File: config.mk
export PLATFORM = sky130hd
export DESIGN_NAME = spi_xfer_ctrl
export DESIGN_NICKNAME = d
export VERILOG_FILES = /design/src/rtl/spi_xfer_ctrl.sv
export SDC_FILE = /design/constraint.sdc
export NUM_CORES = 1
export LEC_CHECK = 0
export ABC_AREA = 0
export CAP_MARGIN = 5
export CORE_MARGIN = 2
export CORE_UTILIZATION = 58
export CTS_CLUSTER_DIAMETER = 200
export DETAILED_ROUTE_END_ITERATION = 10
export PLACE_DENSITY = 0.85
export REMOVE_ABC_BUFFERS = 1
export SKIP_LAST_GASP = 1
export SYNTH_ARGS = -nofsm -noshare
export SYNTH_HDL_FRONTEND = slang
export SYNTH_SLANG_ARGS = --single-unit
File: constraint.sdc
create_clock -name clk_i -period 5.5 [get_ports clk_i]
set_input_delay 0.55 -clock clk_i [delete_from_list [all_inputs] [get_ports clk_i]]
set_output_delay 0.55 -clock clk_i [all_outputs]
set_load 0.03 [all_outputs]
File: src/rtl/spi_xfer_ctrl.sv
// spi_xfer_ctrl: runs one SPI character per start_i, timed by the clock-enable generator's clken ticks.
// Define SPI_XFER_AUTO_SS_EN to drive the slave selects from the transfer FSM instead of ss_sel_i directly.
//   state  | meaning
//   IDLE   | sclk follows cpol_i, generator off, waiting for start_i
//   ACTIVE | 2N sclk edges: shift mosi, sample miso
//   HOLD   | one extra tick of slave-select hold
//   DONE   | one-cycle done pulse, rx_data_o updated
module spi_xfer_ctrl #(
  parameter int MAX_CHAR = 32,
  parameter int SS_W     = 8
) (
  input  logic                        clk_i,
  input  logic                        rst_i,
  input  logic                        start_i,
  input  logic [$clog2(MAX_CHAR):0]   char_len_i,
  input  logic                        cpol_i,
  input  logic                        cpha_i,
  input  logic                        lsb_i,
  input  logic [MAX_CHAR-1:0]         tx_data_i,
  input  logic [SS_W-1:0]             ss_sel_i,
  output logic                        clkgen_en_o,
  input  logic                        clken_i,
  output logic                        sclk_o,
  output logic                        mosi_o,
  input  logic                        miso_i,
  output logic [SS_W-1:0]             ss_no,
  output logic                        busy_o,
  output logic                        done_o,
  output logic [MAX_CHAR-1:0]         rx_data_o
);
  localparam int LEN_W = $clog2(MAX_CHAR) + 1;
  localparam int IDX_W = $clog2(MAX_CHAR);
  localparam int CNT_W = LEN_W + 1;

  typedef enum logic [1:0] {IDLE, ACTIVE, HOLD, DONE} state_t;
  state_t state_q, state_d;

  logic [LEN_W-1:0]    n_q, n_start, next_bit;
  logic                cpha_q, lsb_q;
  logic [MAX_CHAR-1:0] tx_q, rx_sr;
  logic [CNT_W-1:0]    cnt_q;
  logic                sclk_q, mosi_q;
  logic                last_edge, shift_evt, sample_evt;
  logic [IDX_W-1:0]    tx_idx, start_idx;

  always_comb begin
    n_start = char_len_i;
    if (char_len_i == '0 || char_len_i > LEN_W'(MAX_CHAR)) n_start = LEN_W'(MAX_CHAR);
  end

  assign start_idx  = lsb_i ? '0 : IDX_W'(n_start - LEN_W'(1));
  assign last_edge  = (cnt_q == {n_q, 1'b0} - CNT_W'(1));
  // Bit presented by a shift edge: (count+1)/2 covers both trailing (cpha=0) and leading (cpha=1) edges.
  assign next_bit   = LEN_W'((cnt_q + CNT_W'(1)) >> 1);
  assign tx_idx     = lsb_q ? IDX_W'(next_bit) : IDX_W'(n_q - LEN_W'(1) - next_bit);
  assign shift_evt  = cpha_q ? ~cnt_q[0] : (cnt_q[0] & ~last_edge);
  assign sample_evt = cpha_q ? cnt_q[0] : ~cnt_q[0];

  always_ff @(posedge clk_i) begin
    if (rst_i) state_q <= IDLE;
    else       state_q <= state_d;
  end

  always_comb begin
    state_d     = state_q;
    busy_o      = 1'b0;
    done_o      = 1'b0;
    clkgen_en_o = 1'b0;
    case (state_q)
      IDLE: if (start_i) state_d = ACTIVE;
      ACTIVE: begin
        busy_o      = 1'b1;
        clkgen_en_o = 1'b1;
        if (clken_i && last_edge) state_d = HOLD;
      end
      HOLD: begin
        busy_o      = 1'b1;
        clkgen_en_o = 1'b1;
        if (clken_i) state_d = DONE;
      end
      DONE: begin
        done_o  = 1'b1;
        state_d = IDLE;
      end
      default: state_d = IDLE;
    endcase
  end

  always_ff @(posedge clk_i) begin
    if (rst_i) begin
      n_q       <= '0;
      cpha_q    <= 1'b0;
      lsb_q     <= 1'b0;
      tx_q      <= '0;
      rx_sr     <= '0;
      cnt_q     <= '0;
      sclk_q    <= 1'b0;
      mosi_q    <= 1'b0;
      rx_data_o <= '0;
    end else begin
      case (state_q)
        IDLE: begin
          sclk_q <= cpol_i;
          if (start_i) begin
            n_q    <= n_start;
            cpha_q <= cpha_i;
            lsb_q  <= lsb_i;
            tx_q   <= tx_data_i;
            rx_sr  <= '0;
            cnt_q  <= '0;
            mosi_q <= tx_data_i[start_idx];
          end
        end
        ACTIVE: if (clken_i) begin
          sclk_q <= ~sclk_q;
          cnt_q  <= cnt_q + CNT_W'(1);
          if (shift_evt) mosi_q <= tx_q[tx_idx];
          // Only N samples land, so bits at and above N stay at their cleared value.
          if (sample_evt) begin
            if (lsb_q) rx_sr <= (rx_sr >> 1) | (MAX_CHAR'(miso_i) << (n_q - LEN_W'(1)));
            else       rx_sr <= {rx_sr[MAX_CHAR-2:0], miso_i};
          end
        end
        HOLD: if (clken_i) rx_data_o <= rx_sr;
        default: ;
      endcase
    end
  end

  assign sclk_o = sclk_q;
  assign mosi_o = mosi_q;

`ifdef SPI_XFER_AUTO_SS_EN
  logic [SS_W-1:0] ss_lat;

  always_ff @(posedge clk_i) begin
    if (rst_i)                          ss_lat <= '0;
    else if (state_q == IDLE && start_i) ss_lat <= ss_sel_i;
  end

  assign ss_no = (state_q == IDLE) ? '1 : ~ss_lat;
`else
  always_ff @(posedge clk_i) begin
    if (rst_i) ss_no <= '1;
    else       ss_no <= ~ss_sel_i;
  end
`endif

endmodule
# Yosys cells after proc, flatten, opt, wreduce, memory -nomap -nowiden

Cells that the tools add are included.

Register bits: 123
Latch bits: 0
Bits in writable memories: 0
Bits in read-only memories: 0
Output and inout bits: 45
Memories kept: 0

Add/subtract/negate cells: 5
Multiply operators: 0
Divide/modulo/power cells: 0
Order comparisons: 3
Eq/ne operators: 10
Shift-type cells: 1
Mux-type cells: 29
Bitwise logic cells: 6
Reductions and logical operators: 13

Operator list:

| kind                                                        | count |
|---|---|
| two-way mux 32 bit                                          | 4 |
| one-hot mux 32 bit (2 select lines)                         | 1 |
| OR 31 x 32 -> 32 bit                                        | 1 |
| left shift 1 x 6 -> 32 bit                                  | 1 |
| two-way mux 7 bit                                           | 2 |
| one-hot mux 7 bit (2 select lines)                          | 1 |
| less-than comparator 5 x 6 -> 1 bit (second input constant) | 2 |
| inequality test 2 bit (second input constant)               | 6 |
| binary-select mux 1 bit (select 5 bit)                      | 2 |
| two-way mux 1 bit                                           | 10 |
| two-way mux 5 bit                                           | 2 |
| NOT 8 bit                                                   | 1 |
| one-hot mux 2 bit (4 select lines)                          | 1 |
| AND reduction 4 bit                                         | 2 |
| adder 7 x 1 -> 7 bit (second input constant)                | 1 |
| equality test 7 bit                                         | 1 |
| subtractor 7 x 1 -> 7 bit (second input constant)           | 1 |
| > comparator 6 bit (second input constant)                  | 1 |
| zero test 6 bit                                             | 1 |
| two-way mux 2 bit                                           | 3 |
| two-way mux 6 bit                                           | 1 |
| AND reduction 2 bit                                         | 3 |
| AND reduction 3 bit                                         | 2 |
| subtractor 6 x 1 -> 6 bit (second input constant)           | 1 |
| other kinds (12)                                            | 16 |

# Longest topological paths before layout

Gate-level depths: netlist of the first run.

Depth after elaboration: 9
Mapped depth: 13
Depth with buffers taken out: 12

# Least setup slack after synthesis of the first run

Ideal clock, no wire load.

Path type: reg2reg
Start: reg n_q[0]
End: reg mosi_q, in the netlist mosi_o
Arrival: 2.623 ns
Data required time: 5.367 ns
Slack: 2.744 ns
Stages on the path, launching flop included: 14
Period minus slack after synthesis: 2.756 ns
Cell sequence: dfxtp_1 -> buf_6 -> or3_4 -> buf_6 -> xor2_4 -> inv_1 -> ha_1 -> nor2_1 -> a21oi_1 -> xnor2_1 -> o21a_1 -> o21a_1 -> a211oi_1 -> a311oi_1

Longest elaborated chain between the ends: 8
Elaborated cells on any way between the ends: 15

RTL lines:

| item                                    | RTL line | source |
|---|---|---|
| start: declaration                      | 38       | `logic [LEN_W-1:0] n_q, n_start, next_bit;` |
| start signal: assignment                | 105      | `n_q <= n_start;` |
| subtractor 6 x 1 -> 6 bit               | -        |  |
| subtractor 5 bit                        | 55       | `assign tx_idx = lsb_q ? IDX_W'(next_bit) : IDX_W'(n_q - LEN_W'(1) - next_bit);` |
| two-way mux 5 bit                       | 55       |  |
| binary-select mux 1 bit (select 5 bit)  | 117      | `if (shift_evt) mosi_q <= tx_q[tx_idx];` |
| two-way mux 1 bit (implied by the code) | 117      |  |
| two-way mux 1 bit                       | 117      |  |
| two-way mux 1 bit                       | 114      | `ACTIVE: if (clken_i) begin` |
| one-hot mux 1 bit (2 select lines)      | 101      | `case (state_q)` |
| end signal: assignment                  | 111      | `mosi_q <= tx_data_i[start_idx];` |
| end signal: assignment                  | 117      |  |
| end: declaration                        | 42       | `logic sclk_q, mosi_q;` |

Parallel ways exist; a longest one is shown, timed or not. The select of a mux whose other input is x is not followed.
A chain may end at the register's enable or synchronous reset.

# Final worst setup path of the first run

Ends and elaborated chain as after synthesis.

==> results of run 1 <==
[stage by stage]
stage	cells	utilization, %	hold WS (ns)	area [um2]	setup slack [ns]
2_1_floorplan	729	-	0.425	6020	2.45
3_3_place_gp	969	69.3	0.441	7210	2.05
3_5_place_dp	969	69.3	0.447	7210	1.91
4_1_cts	1001	75.1	0.456	7830	2.30
5_1_grt	1001	75.1	0.473	7830	1.96
6_report	1001	75.1	0.454	7830	2.25
[power by group]
| group | switching (W) | total [W] | leakage [nW] | internal (W) |
|---|---|---|---|---|
| Sequential | 0.0000702 | 0.00104 | 1.00 | 0.000967 |
| Combinational | 0.000643 | 0.00102 | 1.48 | 0.000381 |
| Clock | 0.000439 | 0.00115 | 0.291 | 0.000713 |
| Total | 0.00115 | 0.00321 | 2.77 | 0.00206 |
[cell type report]
cell class	count	area [um2]	area share, %
clock buffer	18	428	5.47
clock inverter	14	185	2.37
inverter	20	75.1	0.959
multi-input combinational	586	3480	44.5
sequential	123	2460	31.5
tap	136	170	2.17
timing repair buffer	104	1020	13.1
[critical path, cell delays in order, from the launching register on]
cell,delay (ns)
dfxtp_1,0.49
inv_1,0.11
ha_1,0.23
xnor2_1,0.32
inv_1,0.13
ha_1,0.36
nand2b_1,0.11
a21oi_1,0.07
a21oi_1,0.45
mux2i_1,0.15
nor4_1,0.41
a211oi_1,0.10
a311oi_1,0.22
[cells in the final DEF (no fill, tap or decap), types with 13 or more instances in the layout]
cell,synthesis,layout
inv_1,19,19
nor2_1,59,59
dfxtp_1,123,123
nand2b_1,13,13
o21ai_0,26,26
a21oi_1,149,148
o211ai_1,16,16
clkbuf_16,0,16
nand2_1,172,172
clkdlybuf4s50_1,0,97
[per-layer routing]
layer	share of wire (%)	vias to the layer above	global-route usage, %
met5	0	-	0
met4	4.1	0	16.5
met3	6.9	60	6.72
met2	48	273	49.7
met1	41	2770	36.7
li1	-	2866	-
[kinds of logic after synthesis]
group | after synthesis | share of synthesized area (%)
XOR/XNOR | 18 | 3.62
buffers and inverters | 73 | 5.10
adder cells (fa/ha/maj) | 12 | 2.52
flip-flops | 123 | 39.3
AND/OR/NAND/NOR | 302 | 22.2
AO/OA/AOI/OAI | 232 | 21.4
multiplexers | 22 | 5.82
[worst max-delay path by stage]
stage / end / depth (start not counted)
6_report: mosi_o / 12
5_1_grt: mosi_o / 12
4_1_cts: mosi_o / 12
3_5_place_dp: mosi_o / 12
3_3_place_gp: mosi_o / 12
2_1_floorplan: rx_sr[31] / 7
[state kept, by name (all words and copies together), names as in the netlist]
signal and count:
state_q 2, rx_data_o 32, cnt_q 7, tx_q 32, sclk_o 1, lsb_q 1
rx_sr 32, n_q 6, ss_no 8, cpha_q 1, mosi_o 1
==> run_results.csv, run 1 <==
group,metric,value,unit
global_route,antenna_found_initial,0,
critical_path,reg2regPathDepth,12,
critical_path,cp-startpoint,"n_q[0]",
critical_path,rr_endpoint,"mosi_o",
cells_and_area,num_antenna_cells,0,
timing,slew_violations,0,
synthesis,ys_seq_area_share,39.3,%
global_route,grt_first_pass_wirelength,27500,um
floorplan,die_h,108,um
place,dp_hpwl,11400,um
synthesis,ys_warn_count,0,
synthesis,netlist_area,6260,um2
min_path,hold_end,"rx_data_o[7]",
detailed_routing,drc,0,
synthesis,synth_area_per_cell,8.01,um2
synthesis,async_reset_ff_share,0,%
global_route,grt_pass1_vias,5769,
timing,finalCritPeriodShare,59.1,%
timing,slew_headroom,19.9,%
critical_path,reg2reg_slack,2.25,ns
floorplan,core_area,10400,um2
floorplan,rows,37,
timing,tns,0,ns
timing,setup_viol,0,
timing,rsz0062_at_grt,"no",
timing,tightest_slew,1.20,ns
synthesis,synth_edf_count,0,
detailed_routing,drt-wirelength-per-cell,16.7,um
cts,tritoncts,"yes",
cts,cts_setup_buffers,0,
critical_path,crit_fanout,9,
synthesis,synth_most_common_cell,"nand2_1",
cts,ctsHoldBuffers,0,
timing,period_minus_slack,3.25,ns
cts,cts-root-buf,"clkbuf_8",
timing,fmax,308,MHz
cts,post_cts_resized,0,
critical_path,worstPathRequired,5.94,ns
detailed_routing,drt_iter0_drc,492,
detailed_routing,firstDrtPassIters,5,
synthesis,ys_ff_latch,123,
synthesis,netlist_top_cells_count,"172 x nand2_1, 149 x a21oi_1, 123 x dfxtp_1",
cells_and_area,fill_cells,767,
cells_and_area,area_delta_synth_final,25.0,%
place,gp_congestion,0.984,
synthesis,synth.distinct_cells,63,
min_path,min_from,"rx_data_o[7]",
critical_path,reg2reg_from,"n_q[0]",
critical_path,cp-end-kind,"flop",
synthesis,yosysTopAreaCell,"dfxtp_1",
min_path,holdPathStages,2,
critical_path,arrival,3.69,ns
power_and_ir_drop,power_density,410,nW/um2
critical_path,worst_setup_path_start_kind,"flop",
critical_path,criticalPathCategory,"reg2reg",
floorplan,start_util,60.1,%
min_path,hold_class,"reg2reg",
cts,cts_buffer_depth,2,
synthesis,synth_area_leaders,"dfxtp_1 39%, a21oi_1 12%, nand2_1 10%",
synthesis,yosysTopAreaCellShare,39.3,%
detailed_routing,routed_wl,16700,um
detailed_routing,routed-via-count,5969,
power_and_ir_drop,p_leak,2.77,nW
cells_and_area,nets,918,
detailed_routing,viasPerCell,5.96,
power_and_ir_drop,vdd_ir_drop_max,0.000317,V
timing,hold_viol_final,0,
timing,skew,0.00775,ns
cells_and_area,drive_gt1_share,7.75,%
global_route,grt_use_total,30.2,%
cts,clock_latency,0.54,ns
floorplan,die_w,108,um
synthesis,synthCells,782,
cts,cts_inserted_buffers,17,
floorplan,ios,99,
power_and_ir_drop,finalPower,0.00321,W
global_route,overflow,0,
cts,cts.htree.levels,4,
cts,clkTransAtPathRegs,0.06,ns
cts,clock-sinks,123,
run,maxCapViolations,0,
place,numPortBuffers,98,
outcome,status,"finished clean",
synthesis,ys.flop_type,"dfxtp_1",
global_route,grt_max_degree,124,
detailed_routing,ant_nets,0,
floorplan,die_area,11600,um2
(Power assumes the default switching activity.)
==> inputs of run 2 (changes only) <==
Settings changed: CORE_UTILIZATION 58 to 49, PLACE_DENSITY 0.85 to 0.77.
Clock period 5.5 ns to 2.95 ns, I/O delays scaled along.
==> run_results.csv, run 2 (synthesized netlist as in run 1, its figures left out) <==
group,metric,value,unit
timing,period_minus_slack,2.70,ns
min_path,hold_end,"rx_sr[4]",
floorplan,rows,41,
timing,tightest_slew,0.618,ns
timing,slew_headroom,58.8,%
detailed_routing,met1_length,6830,um
timing,finalCritPeriodShare,91.6,%
cts,clock_latency,0.42,ns
floorplan,start_util,49.8,%
detailed_routing,top_layer,"met4",
place,dp_hpwl,11100,um
floorplan,die_h,117,um
critical_path,cp-end-kind,"flop",
cts,cts_buffer_depth,2,
critical_path,reg2regPathDepth,10,
timing,fmax,370,MHz
run,maxCapViolations,0,
floorplan,core_area,12600,um2
cells_and_area,utilization,64.8,%
min_path,hold_class,"in2reg",
critical_path,reg2reg_from,"cnt_q[0]",
critical_path,crit_chain,"ha_1 -> ha_1 -> fa_1 -> mux2i_4 -> buf_12 -> mux4_2 -> mux2i_1 -> nor4_2 -> a211oi_2 -> a311oi_1",
timing,skew,0.00808,ns
detailed_routing,wl_met3,980,um
detailed_routing,firstDrtPassIters,5,
cells_and_area,drive_gt1_share,10.9,%
critical_path,arrival,2.99,ns
critical_path,cpMostUsedCell,"ha_1",
global_route,antenna_found_initial,0,
cts,clock-sinks,123,
critical_path,cp_slowest_stage_delay,0.49,ns
cells_and_area,multi_input_area,3520,um2
place,gp_congestion,0.935,
timing,setup_viol,0,
timing,slew_violations,0,
timing,rsz0062_at_grt,"no",
floorplan,die_area,13700,um2
min_path,min_from,"rst_i",
place,dp_cells,1027,
power_and_ir_drop,p_leak,2.93,nW
power_and_ir_drop,vdd_ir_drop_max,0.000418,V
critical_path,criticalPathCategory,"reg2reg",
cells_and_area,fill_cells,1070,
power_and_ir_drop,power_density,759,nW/um2
cts,clkTransAtPathRegs,0.05,ns
detailed_routing,drt_iter0_drc,430,
min_path,holdPathStages,2,
detailed_routing,drc,0,
cts,cts.htree.levels,4,
timing,hold_viol_final,0,
global_route,grt_use_total,24.2,%
detailed_routing,drt-wirelength-per-cell,14.8,um
cells_and_area,layout_commonest_cell,"nand2_1",
detailed_routing,routed-via-count,5838,
detailed_routing,route.met2.wl,7660,um
global_route,grt_pass1_vias,5399,
detailed_routing,ant_nets,0,
global_route,overflow,0,
cts,tritoncts,"yes",
critical_path,critical-path-slowest-cell,"fa_1",
cells_and_area,nets,943,
critical_path,worstPathRequired,3.24,ns
place,numPortBuffers,98,
floorplan,die_w,117,um
detailed_routing,viasPerCell,5.50,
global_route,grt_first_pass_wirelength,26000,um
critical_path,worst_setup_path_start_kind,"flop",
cells_and_area,stdcell_count,1062,
critical_path,crit_fanout,8,
floorplan,ios,99,
cells_and_area,num_antenna_cells,0,
critical_path,reg2reg_slack,0.25,ns
global_route,grt_max_degree,64,
cells_and_area,regArea,2460,um2
cells_and_area,most-common-layout-cells,"172 x nand2_1, 147 x a21oi_1, 122 x dfxtp_1",
outcome,status,"finished clean",
critical_path,rr_endpoint,"mosi_o",
cells_and_area,largestRegisters,"rx_data_o x32, rx_sr x32, tx_q x32",
cts,cts-root-buf,"clkbuf_16",
cts,cts_inserted_buffers,17,
detailed_routing,routed_wl,15800,um
cells_and_area,area_delta_synth_final,30.1,%
==> run 2: cell types whose count changed in the layout (fill, tap and decap cells not counted), sizes merged <==
cell / delta
clkbuf: +4
clkinv: +2
buf: +25
clkinvlp: -2
inv: -5
bufinv: +1
==> run 2: worst max-delay path, delay by kind of cell (launching register included) <==
| family | cells | cell delay [ns] |
|---|---|---|
| flip-flops | 1 | 0.31 |
| buffers and inverters | 1 | 0.15 |
| AO/OA/AOI/OAI | 2 | 0.35 |
| adder cells (fa/ha/maj) | 3 | 1.04 |
| AND/OR/NAND/NOR | 1 | 0.07 |
| multiplexers | 3 | 0.66 |
==> run 2: worst max-delay path by stage <==
stage	startpoint	end	slack, ns	cells after the start
floorplan	state_q[0]	rx_sr[31]	-0.1	7
global placement	char_len_i[0]	mosi_o	0.15	11
detailed placement	char_len_i[0]	mosi_o	0.07	11
CTS	n_q[0]	mosi_o	0.06	9
global route	n_q[0]	mosi_o	0.04	11
finish	cnt_q[0]	mosi_o	0.25	10
==> run 2: power breakdown <==
| part | switching [W] | internal (W) | leakage (nW) | total, W |
|---|---|---|---|---|
| clock | 0.000750 | 0.00148 | 0.310 | 0.00223 |
| sequential | 0.000118 | 0.00180 | 1.00 | 0.00192 |
| combinational | 0.00122 | 0.000814 | 1.62 | 0.00203 |
| total | 0.00209 | 0.00410 | 2.93 | 0.00618 |
==> run 2: timing repair <==
action | in CTS | in global routing
gates resized for setup | 0 | 7
endpoints found under the setup margin | 0 | 1
hold buffers | 0 | 0
setup buffers | 0 | 3
==> run 2: area by class of cell <==
cell class / instances / share of cell area [%]
Tap cell: 172 / 2.64
Clock buffer: 22 / 5.82
Inverter: 20 / 0.922
Clock inverter: 10 / 2.01
Sequential cell: 123 / 30.2
Multi-Input combinational cell: 586 / 43.2
Timing Repair Buffer: 129 / 15.2
==> run 2: through the flow <==
step	area [um2]	hold slack, ns	setup slack (ns)	power [W]	TNS [ns]
after floorplan	6020	0.364	-0.0954	0.00323	-0.880
after global placement	7440	0.442	0.149	0.00388	0
after detailed placement	7440	0.446	0.0736	0.00390	0
after CTS	8080	0.349	0.0632	0.00614	0
after global routing	8150	0.371	0.0374	0.00650	0
final	8150	0.357	0.248	0.00618	0
==> run 2: metal layers <==
metal | GRT usage (%) | vias up
li1 | - | 2917
met1 | 30.7 | 2691
met2 | 39.5 | 202
met3 | 6.13 | 28
met4 | 9.73 | 0
met5 | 0 | -
==> inputs of run 3 (changes only) <==
Settings changed: HOLD_SLACK_MARGIN set to 0.02, TNS_END_PERCENT set to 100.
==> results of run 3 <==
Same layout as run 2: the final DEF is identical, and so are final timing and power.
